**src/rtl/tdm_port_adapter.sv**
```systemverilog
// TDM port adapter: demultiplexes a serial byte stream into per-port lanes with packet
// framing checks, and multiplexes per-port egress bytes back out. Define TDM_SYNC_EN to add frame_sync.
module tdm_port_adapter #(
    parameter int DATA_WIDTH = 8,
    parameter int NUM_PORTS  = 12,
    localparam int SLOT_W    = (NUM_PORTS > 2) ? $clog2(NUM_PORTS) : 1
) (
    input  logic                            clk,
    input  logic                            rst,
`ifdef TDM_SYNC_EN
    input  logic                            frame_sync,
`endif
    input  logic                            in_valid,
    input  logic                            in_new_packet,
    input  logic [DATA_WIDTH-1:0]           in_data,
    output logic [SLOT_W-1:0]               slot,
    output logic [NUM_PORTS-1:0]            port_valid,
    output logic [NUM_PORTS-1:0]            port_newpkt,
    output logic [NUM_PORTS*DATA_WIDTH-1:0] port_data,
    input  logic [NUM_PORTS-1:0]            ret_valid,
    input  logic [NUM_PORTS*DATA_WIDTH-1:0] ret_data,
    output logic [NUM_PORTS-1:0]            ret_ready,
    output logic                            out_valid,
    output logic [DATA_WIDTH-1:0]           out_data,
    output logic [NUM_PORTS-1:0]            frame_err
);

    typedef enum logic {
        IDLE = 1'b0,
        PKT  = 1'b1
    } frame_state_t;

    logic [SLOT_W-1:0]     slot_next;
    logic [NUM_PORTS-1:0]  slot_hit;
    frame_state_t          state_q [NUM_PORTS];
    frame_state_t          state_d [NUM_PORTS];
    logic [NUM_PORTS-1:0]  fwd;
    logic [NUM_PORTS-1:0]  err_set;
    logic [NUM_PORTS-1:0]  hold_full;
    logic [DATA_WIDTH-1:0] hold_data [NUM_PORTS];
    logic [NUM_PORTS-1:0]  take;
    logic [NUM_PORTS-1:0]  emit;
    logic [DATA_WIDTH-1:0] emit_data;

    // ---------------- slot counter ----------------
    always_comb begin
        slot_next = (slot == SLOT_W'(NUM_PORTS - 1)) ? '0 : slot + SLOT_W'(1);
`ifdef TDM_SYNC_EN
        if (frame_sync)
            slot_next = '0;
`endif
    end

    // NOTE: sequential state uses non-blocking assignments so every register samples pre-edge values.
    always_ff @(posedge clk or negedge rst) begin
        if (!rst)
            slot <= '0;
        else
            slot <= slot_next;
    end

    always_comb begin
        for (int p = 0; p < NUM_PORTS; p++)
            slot_hit[p] = (slot == SLOT_W'(p));
    end

    // ---------------- ingress framing FSMs ----------------
    // NOTE: every combinational output gets a default before any branch, so no latches are inferred.
    always_comb begin
        for (int p = 0; p < NUM_PORTS; p++) begin
            state_d[p] = state_q[p];
            fwd[p]     = 1'b0;
            err_set[p] = 1'b0;
            if (slot_hit[p] && in_valid) begin
                case (state_q[p])
                    IDLE: begin
                        if (in_new_packet) begin
                            state_d[p] = PKT;
                            fwd[p]     = 1'b1;
                        end else begin
                            err_set[p] = 1'b1;
                        end
                    end
                    PKT:     fwd[p] = 1'b1;
                    default: state_d[p] = IDLE;
                endcase
            end
        end
    end

    always_ff @(posedge clk or negedge rst) begin
        if (!rst) begin
            for (int p = 0; p < NUM_PORTS; p++)
                state_q[p] <= IDLE;
        end else begin
            for (int p = 0; p < NUM_PORTS; p++)
                state_q[p] <= state_d[p];
        end
    end

    // Non-addressed lanes are driven to zero rather than holding stale bytes.
    always_ff @(posedge clk or negedge rst) begin
        if (!rst) begin
            port_valid  <= '0;
            port_newpkt <= '0;
            port_data   <= '0;
            frame_err   <= '0;
        end else begin
            port_valid  <= fwd;
            port_newpkt <= fwd & {NUM_PORTS{in_new_packet}};
            frame_err   <= frame_err | err_set;
            for (int p = 0; p < NUM_PORTS; p++)
                port_data[p*DATA_WIDTH +: DATA_WIDTH] <= fwd[p] ? in_data : '0;
        end
    end

    // ---------------- egress hold registers ----------------
    // A port may refill its hold register in the same cycle that its slot drains it.
    assign ret_ready = ~hold_full | slot_hit;
    assign take      = ret_valid & ret_ready;
    assign emit      = hold_full & slot_hit;

    always_comb begin
        emit_data = '0;
        for (int p = 0; p < NUM_PORTS; p++)
            if (emit[p])
                emit_data = hold_data[p];
    end

    always_ff @(posedge clk or negedge rst) begin
        if (!rst)
            hold_full <= '0;
        else
            hold_full <= (hold_full & ~emit) | take;
    end

    // NOTE: hold_data needs no reset; hold_full gates every read, so stale contents are never visible.
    always_ff @(posedge clk) begin
        for (int p = 0; p < NUM_PORTS; p++)
            if (take[p])
                hold_data[p] <= ret_data[p*DATA_WIDTH +: DATA_WIDTH];
    end

    always_ff @(posedge clk or negedge rst) begin
        if (!rst) begin
            out_valid <= 1'b0;
            out_data  <= '0;
        end else begin
            out_valid <= |emit;
            out_data  <= emit_data;
        end
    end

endmodule

```
**config.mk**
```make
export PLATFORM = sky130hd
export DESIGN_NAME = tdm_port_adapter
export DESIGN_NICKNAME = d
export VERILOG_FILES = /design/src/rtl/tdm_port_adapter.sv
export SDC_FILE = /design/constraint.sdc
export NUM_CORES = 1
export LEC_CHECK = 0
export ABC_AREA = 1
export CELL_PAD_IN_SITES_DETAIL_PLACEMENT = 1
export CELL_PAD_IN_SITES_GLOBAL_PLACEMENT = 2
export CORE_ASPECT_RATIO = 1.2
export CORE_MARGIN = 4
export CORE_UTILIZATION = 32
export DETAILED_ROUTE_END_ITERATION = 10
export PLACE_DENSITY_LB_ADDON = 0.1
export SYNTH_ARGS = -nofsm -noshare
export SYNTH_HDL_FRONTEND = slang
export SYNTH_SLANG_ARGS = --single-unit
```
**constraint.sdc**
```tcl
create_clock -name clk -period 4.8 [get_ports clk]
set_clock_uncertainty 0.05 [all_clocks]
set_input_delay 0.48 -clock clk [delete_from_list [all_inputs] [get_ports clk]]
set_output_delay 0.48 -clock clk [all_outputs]
set_load 0.02 [all_outputs]
```
Word level (Yosys, flattened, before mapping)
Memories as Yosys holds them, arrays and structs flattened.
Index checks and enable logic that the tools add are counted.
{ "word_totals": {"elab_cells": 179, "n_memories": 1, "ram_bits": 96, "in_bits": 120, "regBits": 169} }
{ "classes": {"addsub": 1, "n_eq_ne": 11, "bitwise_logic": 21, "muxes": 111, "n_reduce_logical": 14} }
{ "mem_list": {"columns": ["name", "depth", "width", "rd", "rd_clocked_by_memory_dff", "write_ports", "line_no", "rtl"], "rows": [
  ["hold_data", 12, 8, 12, 0, 12, "40", "logic [DATA_WIDTH-1:0] hold_data [NUM_PORTS];"]
]} }
{ "op_table": {"columns": ["operator", "count"], "rows": [
  ["2-to-1 mux 8 bit", 24],
  ["2-to-1 mux 1 bit", 74],
  ["bitwise AND 12 bit", 4],
  ["bitwise OR 12 bit", 3],
  ["NOT 12 bit", 2],
  ["case mux 1 bit (2 select lines)", 12],
  ["equality test 4 x 3 -> 1 bit, second input constant", 4],
  ["equality test 4 bit, second input constant", 4],
  ["logical AND 1 bit", 12],
  ["NOT 1 bit", 12],
  ["OR reduction 12 bit", 1],
  ["equality test 4 x 2 -> 1 bit, second input constant", 2],
  ["adder 4 x 1 -> 4 bit, second input constant", 1],
  ["equality test 4 x 1 -> 1 bit, second input constant", 1],
  ["zero test 4 bit", 1],
  ["2-to-1 mux 4 bit", 1]
]} }

Logic depth before layout (Yosys ltp)
{ "logic_depth": {"depth_word": 14, "mapped_depth": 15} }

Worst setup path before layout
No wires, ideal clock.
{ "synth_path": {"path_type": "reg-to-reg", "start": "register slot[1]", "end": "register out_data[4]", "slack_ns": 2.791, "t_arrival_ns": 1.842, "n_path_buf": 2, "path_stages_with_launch": 15, "setup_time_ns": 0.116, "synth_period_minus_slack_ns": 2.009, "cell_sequence": "dfrtp_1 -> inv_1 -> ha_1 -> clkbuf_1 -> nand3_2 -> buf_6 -> or2_0 -> nand3_1 -> nand2_1 -> nand2_1 -> nand2_1 -> nand2_1 -> nand2_1 -> nand2_1 -> nand2_1"} }
{ "synth_via": {"elab_chain_len": 14} }
{ "synth_lines": {"columns": ["element", "line_no", "rtl"], "rows": [
  ["start: declaration", "16", "output logic [SLOT_W-1:0] slot,"],
  ["start signal: assignment", "59", "slot <= slot_next;"],
  ["zero test 4 bit", "64", "slot_hit[p] = (slot == SLOT_W'(p));"],
  ["bitwise AND 12 bit *", "121", "assign emit = hold_full & slot_hit;"],
  ["2-to-1 mux 8 bit (11 in a row)", "126", "if (emit[p])"],
  ["2-to-1 mux 8 bit *", "126", null],
  ["net emit_data[4]", "43", "logic [DATA_WIDTH-1:0] emit_data;"],
  ["end signal: assignment", "150", "out_data <= emit_data;"],
  ["end: declaration", "24", "output logic [DATA_WIDTH-1:0] out_data,"]
]} }
Mark *: on every way through the listed nets, which the timed path passes. The rest lies on a longest branch.
A chain may end at the register's enable or synchronous reset.

Worst setup path in the final report
{ "layout_path": {"start": "register slot[0]", "end": "output ret_ready[11]"} }
{ "layout_via": {"elab_chain_len": 2} }
{ "layout_lines": {"columns": ["element", "line_no", "rtl"], "rows": [
  ["equality test 4 bit", "64", null],
  ["bitwise OR 12 bit", "119", "assign ret_ready = ~hold_full | slot_hit;"],
  ["end: declaration", "22", "output logic [NUM_PORTS-1:0] ret_ready,"]
]} }
No other way between the ends.

==> metrics.cfg <==
[hold_path]
hold_class = register to register
whs_endpoint = frame_err[4]$_DFF_PN0_
whs_path_depth = 1
hp-start = frame_err[4]$_DFF_PN0_

[synth]
synth-main-ff-cell = dfrtp_1
synth_edf_count = 96
yosysWarningCount = 0
yosysSeqAreaShare_pct = 74.6
avgSynthCellArea_um2 = 11.8
synth_cell_types = 36
synthCells = 808
syn_area_um2 = 9530
synth_top_area_cell = dfrtp_1
ys_async_sr_fraction_pct = 63.8
ys_ff_latch = 265
synthTopCellsByArea = dfrtp_1 (44%), edfxtp_1 (30%), nor2_1 (6.9%)
synth.top_cell.area_share_pct = 44.4
synth.net_count = 932

[timing]
slew_headroom_pct = 32.7
final.period_utilization_pct = 63.2
finalCriticalPeriod_ns = 3.03
worstMarginPinSlew_ns = 1.01
rsz0062_at_grt = false
max_freq_mhz = 330
hold_violations = 0
final.setup.tns_ns = 0
drv_slew = 0
setup_viol = 0

[critical_path]
end_kind = output port
worstSetupPathType = register to output port
start_kind = register
worst-path-max-fanout = 6
r2r-start = slot[0]$_DFF_PN0_
rrSetupSlack_ns = 2.35
crit_arrival_ns = 2.50
reg2reg_to = hold_data[2][27]$_DFFE_PP_
rr_worst_depth = 4
critPathRequiredTime_ns = 4.27

[drt]
drt_iter0_drc = 241
drt-total-wl_um = 29900
ant_nets = 0
drc = 0
avgRoutedWirePerCell_um = 19.8
first_pass_iters = 4
via_per_inst = 4.45
vias = 6712

[power_and_ir_drop]
p_comb_share_pct = 5.2
p_per_area_nw_per_um2 = 362
p_sw_mw = 1.04
swShare_pct = 21.0
power_frac_seq_pct = 48.3
p_int_mw = 3.93
leakage_nw = 6.10
ir_drop_v = 0.000301
power.total_mw = 4.97
clkPwrFrac_pct = 46.5

[layout]
final_cells = 1509
final_area_um2 = 13700
post-route-util_pct = 47.2
layout.nets = 1226
drive_gt1_share_pct = 8.36
diodes = 0
area_growth_pct = 44.1

[place]
numPortBuffers = 276
placed_cell_area_um2 = 12700
gp_congestion = 0.772
dpl.cell_count = 1455
hpwl_um = 22500

[die]
core_um2 = 29100
die_h_um = 197
rows = 68
io_pins = 277
start_util_pct = 32.8
die_area_um2 = 32600
die_w_um = 166

[grt]
antenna_found_initial = 1
grt_use_total_pct = 18.5
grt_pass1_vias = 7569
grt.overflow.total = 0
grt_pass1_wl_um = 45600
grt_max_degree = 80

[clocking]
clk_latency_ns = 0.54
clkSinkCount = 265
clk_path_buf_depth = 3
post-cts-setup-buffers = 0
root_buffer = clkbuf_16
cts_made_buffers = 29
path_clk_slew_ns = 0.07
htreeDepth = 1
cts_tree = built

[run_status]
outcome = completed

[flow_run]
maxCapViolCount = 0

## power by group through the flow
stage	registers [mW]	clock network, mW	logic, mW
after floorplan	2.47	0	0.0475
after global placement	2.45	0	0.262
after detailed placement	2.45	0	0.263
after CTS	2.41	2.39	0.266
after global routing	2.41	2.49	0.280
final	2.41	2.31	0.258
## cell usage after synthesis, types with 2 or more instances
library cell / instances
nor2_1: 175
dfrtp_1: 169
nand2_1: 132
edfxtp_1: 96
inv_1: 84
a21oi_1: 26
or2_2: 23
nand3_1: 16
a21o_1: 11
clkbuf_1: 11
o21ai_0: 11
nor3_1: 9
a22oi_1: 6
inv_2: 6
ha_1: 4
nand3_2: 3
nor2_4: 3
a211oi_1: 2
buf_2: 2
buf_6: 2
nand4_1: 2
## critical path, stage by stage, from the launching register on
cell and delay [ns]:
dfrtp_1 0.42, ha_1 0.36, and3_1 0.31, inv_1 0.15, nand2_1 0.11, clkdlybuf4s50_1 0.61
## metrics by stage
| stage | hold WS, ns | setup slack, ns |
|---|---|---|
| 6_report | 0.409 | 1.77 |
| 5_1_grt | 0.418 | 1.57 |
| 3_3_place_gp | 0.390 | 2.26 |
| 4_1_cts | 0.407 | 1.63 |
| 3_5_place_dp | 0.394 | 2.24 |
| 2_1_floorplan | 0.134 | 2.79 |
## timing repair
| item | in CTS | in global routing |
|---|---|---|
| hold buffers | 1 | 0 |
| endpoints found under the hold margin | 77 | 0 |
| gates resized for setup | 0 | 0 |
## state kept, by name (all words and copies together), names as in the netlist
name         cells
frame_err       12
hold_data       96
hold_full       12
out_data         8
out_valid        1
port_data       96
port_newpkt     12
port_valid      12
slot             4
state_q         12
## how the worst max path moves through the flow
stage / start / endpoint / slack (ns) / cells after the start
4_1_cts: slot[1]$_DFF_PN0_ / ret_ready[11] / 1.63 / 5
3_5_place_dp: slot[1]$_DFF_PN0_ / ret_ready[11] / 2.24 / 5
3_3_place_gp: slot[1]$_DFF_PN0_ / ret_ready[11] / 2.26 / 5
6_report: slot[0]$_DFF_PN0_ / ret_ready[11] / 1.77 / 5
2_1_floorplan: slot[1]$_DFF_PN0_ / out_data[4]$_DFF_PN0_ / 2.79 / 14
5_1_grt: slot[1]$_DFF_PN0_ / ret_ready[11] / 1.57 / 5
## logic make-up (layout without fill, tap and decap cells)
logic type / Yosys count / in the layout / synth area share (%)
flip-flops: 265 / 265 / 74.6
buffers and inverters: 107 / 423 / 4.40
AO/OA/AOI/OAI: 59 / 59 / 3.69
AND/OR/NAND/NOR: 373 / 373 / 16.8
adder cells (fa/ha/maj): 4 / 4 / 0.525
## final cells by class
| cell class | instances | area [um^2] |
|---|---|---|
| Fill cell | 3150 | 15400 |
| Sequential cell | 265 | 7110 |
| Inverter | 91 | 342 |
| Clock inverter | 9 | 96.3 |
| Timing Repair Buffer | 279 | 2790 |
| Multi-Input combinational cell | 436 | 2000 |
| Tap cell | 385 | 482 |
| Clock buffer | 44 | 913 |
## per-layer routing
layer | wire, um | track usage (%) | vias to the layer above
met4 | 478 | 3.73 | 2
met1 | 10800 | 20.8 | 3342
met3 | 3020 | 7.85 | 34
met5 | 11 | 0 | -
met2 | 15600 | 32.7 | 184
li1 | - | - | 3150
## cell usage in the layout, fill, tap and decap left out, drive strengths merged, types with 3 or more instances in the layout
cell | netlist | routed
clkdlybuf4s50 | 0 | 275
or2 | 24 | 24
a21oi | 26 | 26
nand3 | 20 | 20
clkinv | 1 | 7
nor2 | 180 | 180
nand2 | 133 | 133
clkbuf | 11 | 44
dfrtp | 169 | 169
a21o | 11 | 11
edfxtp | 96 | 96
nor3 | 9 | 9
ha | 4 | 4
a22oi | 6 | 6
buf | 5 | 3
inv | 90 | 91
o21ai | 11 | 11
No activity file was read; power rests on OpenSTA's default activity.
